File: src/rtl/input_debouncer.sv
// Synchronises and debounces a raw asynchronous input into the clean level 'a',
// with one-cycle rise/fall strobes on each committed change.
module input_debouncer #(
  parameter int   DEBOUNCE_CYCLES = 4,
  parameter int   CNT_W           = 16,
  parameter logic RESET_LEVEL     = 1'b0
) (
  input  logic clk,
  input  logic reset_n,
  input  logic raw_in,
  output logic a,
  output logic rise,
  output logic fall,
  output logic busy
);

  typedef enum logic [1:0] {
    STABLE_LO = 2'b00,
    CHK_HI    = 2'b01,
    STABLE_HI = 2'b10,
    CHK_LO    = 2'b11
  } state_t;

  localparam state_t RESET_STATE = RESET_LEVEL ? STABLE_HI : STABLE_LO;
  localparam logic [CNT_W-1:0] CNT_LAST = CNT_W'(DEBOUNCE_CYCLES - 1);

  state_t           state, state_next;
  logic [CNT_W-1:0] cnt, cnt_next;
  logic             a_next, rise_next, fall_next;
  logic             sync1, sync2;

  // Two-flop synchroniser; only sync2 is allowed to influence the FSM.
  always_ff @(posedge clk or negedge reset_n) begin
    if (!reset_n) begin
      sync1 <= RESET_LEVEL;
      sync2 <= RESET_LEVEL;
    end else begin
      sync1 <= raw_in;
      sync2 <= sync1;
    end
  end

  always_ff @(posedge clk or negedge reset_n) begin
    if (!reset_n) begin
      state <= RESET_STATE;
      cnt   <= '0;
      a     <= RESET_LEVEL;
      rise  <= 1'b0;
      fall  <= 1'b0;
    end else begin
      state <= state_next;
      cnt   <= cnt_next;
      a     <= a_next;
      rise  <= rise_next;
      fall  <= fall_next;
    end
  end

  always_comb begin
    state_next = state;
    cnt_next   = cnt;
    a_next     = a;
    rise_next  = 1'b0;
    fall_next  = 1'b0;
    case (state)
      STABLE_LO: begin
        a_next = 1'b0;
        if (sync2) begin
          state_next = CHK_HI;
          cnt_next   = '0;
        end
      end
      CHK_HI: begin
        if (!sync2) begin
          state_next = STABLE_LO;
          cnt_next   = '0;
        end else if (cnt == CNT_LAST) begin
          state_next = STABLE_HI;
          cnt_next   = '0;
          a_next     = 1'b1;
          rise_next  = 1'b1;
        end else begin
          cnt_next = cnt + CNT_W'(1);
        end
      end
      STABLE_HI: begin
        a_next = 1'b1;
        if (!sync2) begin
          state_next = CHK_LO;
          cnt_next   = '0;
        end
      end
      CHK_LO: begin
        if (sync2) begin
          state_next = STABLE_HI;
          cnt_next   = '0;
        end else if (cnt == CNT_LAST) begin
          state_next = STABLE_LO;
          cnt_next   = '0;
          a_next     = 1'b0;
          fall_next  = 1'b1;
        end else begin
          cnt_next = cnt + CNT_W'(1);
        end
      end
      default: begin
        state_next = STABLE_LO;
        cnt_next   = '0;
        a_next     = 1'b0;
      end
    endcase
  end

  assign busy = (state == CHK_HI) || (state == CHK_LO);

endmodule

File: config.mk
export PLATFORM = sky130hd
export DESIGN_NAME = input_debouncer
export DESIGN_NICKNAME = d
export VERILOG_FILES = /design/src/rtl/input_debouncer.sv
export SDC_FILE = /design/constraint.sdc
export NUM_CORES = 1
export LEC_CHECK = 0
export CAP_MARGIN = 25
export CORE_MARGIN = 5
export CORE_UTILIZATION = 45
export DETAILED_ROUTE_END_ITERATION = 6
export GPL_ROUTABILITY_DRIVEN = 0
export GPL_TIMING_DRIVEN = 0
export PLACE_DENSITY_LB_ADDON = 0.05
export SETUP_SLACK_MARGIN = 0.5
export SLEW_MARGIN = 20
export SYNTH_ARGS = -nofsm -noshare
export SYNTH_HDL_FRONTEND = slang
export SYNTH_SLANG_ARGS = --single-unit
File: constraint.sdc
create_clock -name clk -period 1.9 [get_ports clk]
set_input_delay 0.38 -clock clk [delete_from_list [all_inputs] [get_ports clk]]
set_output_delay 0.38 -clock clk [all_outputs]
set_load 0.02 [all_outputs]
==> impl_metrics.py <==
metrics = {
    "run_status": {
        "status": "finished, final reports clean",
    },
    "yosys": {
        "synth-seq-cells": 23,
        "ys_types": 39,
        "synth_edf_count": 0,
        "netlist_instances": 132,
        "synth_top_area_share": 0.452,
        "postSynth.topFlopCell": "dfrtp_1",
        "netlist_top_cells_area": "dfrtp_1, nand2_1, ha_1",
        "mappedNetlistNets": 140,
        "synth_most_common_cell": "dfrtp_1",
        "netlist_area_sq_um": 1270,
        "ys_warn_count": 0,
        "synth.avg_cell_area_sq_um": 9.65,
        "ys_seq_area_frac": 0.452,
        "synth_top_cell_by_area": "dfrtp_1",
        "async_flop_share": 1.00,
        "synth_common_cells": "dfrtp_1, nand2_1, nor2_1",
    },
    "sta": {
        "period_needed_ns": 1.85,
        "rsz0062_at_grt": "true",
        "finalWorstSetupSlack_ns": 0.0482,
        "tightest_slew_ns": 0.619,
        "slew_headroom": 0.586,
        "fmax_mhz": 540,
        "tns_ns": 0,
        "hold_violations": 0,
        "setup-violations-final": 0,
        "fin_crit_sh": 0.975,
        "clock_skew_ns": 0.00286,
        "whs_ns": 0.363,
        "drv_slew": 0,
    },
    "detailed_routing": {
        "via_per_inst": 5.74,
        "dr.pass1.iters": 4,
        "wire_per_inst_um": 16.7,
        "drt-initial-drc-count": 40,
        "routed_wl_um": 3330,
        "vias": 1148,
        "ant_nets": 0,
        "drc": 0,
    },
    "global_route": {
        "antenna_found_initial": 0,
        "grt_pass1_wl_um": 5190,
        "grt_pass1_vias": 1079,
        "grt_max_degree": 14,
        "grt_usage": 0.165,
        "grt-ovfl-total": 0,
    },
    "power_and_ir_drop": {
        "p_per_area_nw_per_um2": 1140,
        "total_power_mw": 2.10,
        "p_int_mw": 1.23,
        "power_leakage_nw": 0.769,
        "comb_power_share": 0.602,
        "sequentialPowerShare": 0.287,
        "switching_share": 0.415,
        "switching_power_uw": 873,
        "pwr-share-clk": 0.111,
        "peakVddDrop_v": 0.000860,
    },
    "layout": {
        "fillers": 215,
        "nets": 178,
        "drive_above_1_share": 0.485,
        "diodes": 0,
        "utilization": 0.675,
        "area_growth_pct": 44.9,
    },
    "setup_path": {
        "worstPathArrival_ns": 2.06,
        "crit_type": "register to register",
        "start_kind": "register",
        "path_max_fanout": 7,
        "end_kind": "register",
        "cp.required_ns": 2.11,
    },
    "hold_path": {
        "worst_hold_path_type": "register to register",
    },
    "die": {
        "start_util": 0.466,
        "io_pins": 7,
        "num_rows": 19,
        "fp.dieArea_sq_um": 3990,
        "die_h_um": 63.2,
        "core-area_sq_um": 2730,
        "die_w_um": 63.2,
    },
    "job": {
        "max_cap_violations": 0,
    },
    "placement": {
        "dp_slack_ns": -0.0271,
        "io_buffers": 6,
        "dp_hpwl_um": 1840,
    },
    "clock_network": {
        "htreeDepth": 1,
        "clockBufferDepth": 2,
        "numClockSinks": 23,
        "cts_tree": "built",
        "clk_pin_slew_ns": 0.12,
        "ctsRootBufferMaster": "clkbuf_4",
        "cts-hold-fix-buffers": 0,
        "cts_inserted_buffers": 3,
        "clk_latency_ns": 0.32,
    },
}
[per-stage QoR]
stage          instance area [sq um]  instances
2_1_floorplan                   1280        132
3_3_place_gp                    1380        169
3_5_place_dp                    1390        170
4_1_cts                         1730        193
5_1_grt                         1850        200
6_report                        1850        200
[power by group through the flow]
stage | Sequential (mW) | Clock, mW | Combinational [mW]
after floorplan | 0.605 | 0 | 0.511
after global placement | 0.597 | 0 | 0.702
after detailed placement | 0.601 | 0 | 0.723
after CTS | 0.601 | 0.237 | 1.12
after global routing | 0.610 | 0.263 | 1.36
final | 0.604 | 0.233 | 1.27
[layout by cell type (no fill, tap or decap), types with 4 or more instances in the layout]
master   netlist  layout
buf_4          1      24
buf_6          1       5
dfrtp_1       23      18
dfrtp_2        0       5
inv_1          7       4
nand2_1       17      16
nand4_1        4       4
nor2_1        16       7
nor2_4         0       8
[layout make-up]
cell class,count,area [sq um],area share
inverter,7,26.3,0.0142
buffer,4,35.0,0.0190
timing repair buffer,33,282,0.153
tap,31,38.8,0.0210
multi-input combinational,98,856,0.464
clock buffer,4,26.3,0.0142
sequential,23,582,0.315
[worst max-delay path, cell delays in order, from the launching register on]
cell     delay [ns]
dfrtp_1        0.45
nor4_2         0.31
nand2_1        0.19
or2_1          0.26
buf_6          0.14
a21oi_4        0.19
buf_12         0.17
a21oi_2        0.04
[worst paths after layout]
| path | cells past startpoint | end | slack (ns) | from |
|---|---|---|---|---|
| worst max register to register | 7 | cnt[6]$_DFFE_PN0P_ | 0.05 | cnt[15]$_DFFE_PN0P_ |
| max in group asynchronous | 2 | cnt[15]$_DFFE_PN0P_ | 0.98 | reset_n |
| min in group asynchronous | 1 | asynchronous set/reset pin | 0.43 | reset_n |
| worst min-delay path | 0 | sync2$_DFF_PN0_ | 0.36 | sync1$_DFF_PN0_ |
| worst min register to register | 0 | sync2$_DFF_PN0_ | 0.36 | sync1$_DFF_PN0_ |
| worst max-delay path | 7 | cnt[6]$_DFFE_PN0P_ | 0.05 | cnt[15]$_DFFE_PN0P_ |
[cell families (layout without fill, tap and decap cells)]
kind of cell / after synthesis / in the layout / synth area share
AO/OA/AOI/OAI: 23 / 23 / 0.135
AND/OR/NAND/NOR: 59 / 59 / 0.239
multiplexers: 5 / 5 / 0.0413
adder cells (fa/ha/maj): 5 / 5 / 0.0491
buffers and inverters: 11 / 48 / 0.0432
XOR/XNOR: 6 / 6 / 0.0413
flip-flops: 23 / 23 / 0.452
[sequential cells by signal (all words and copies together) (netlist names), named ones only]
register / flops
cnt: 16
a: 1
fall: 1
rise: 1
state: 1
sync1: 1
sync2: 1
[metal layers]
| layer | up-vias | wire (um) | GRT usage | part of all wire |
|---|---|---|---|---|
| li1 | 538 | - | - | - |
| met5 | - | 0 | 0 | 0 |
| met1 | 580 | 1470 | 0.214 | 0.44 |
| met2 | 22 | 1660 | 0.268 | 0.50 |
| met4 | 0 | 90 | 0.0701 | 0.027 |
| met3 | 8 | 120 | 0.0284 | 0.036 |
[repair_timing]
item / CTS / global route
endpoints found under the setup margin: 25 / 25
setup buffers: 18 / 7
gates resized for setup: 47 / 23
gates cloned: 1 / 0
pin swaps: 10 / 13
Power figures use the tool's default switching activity.
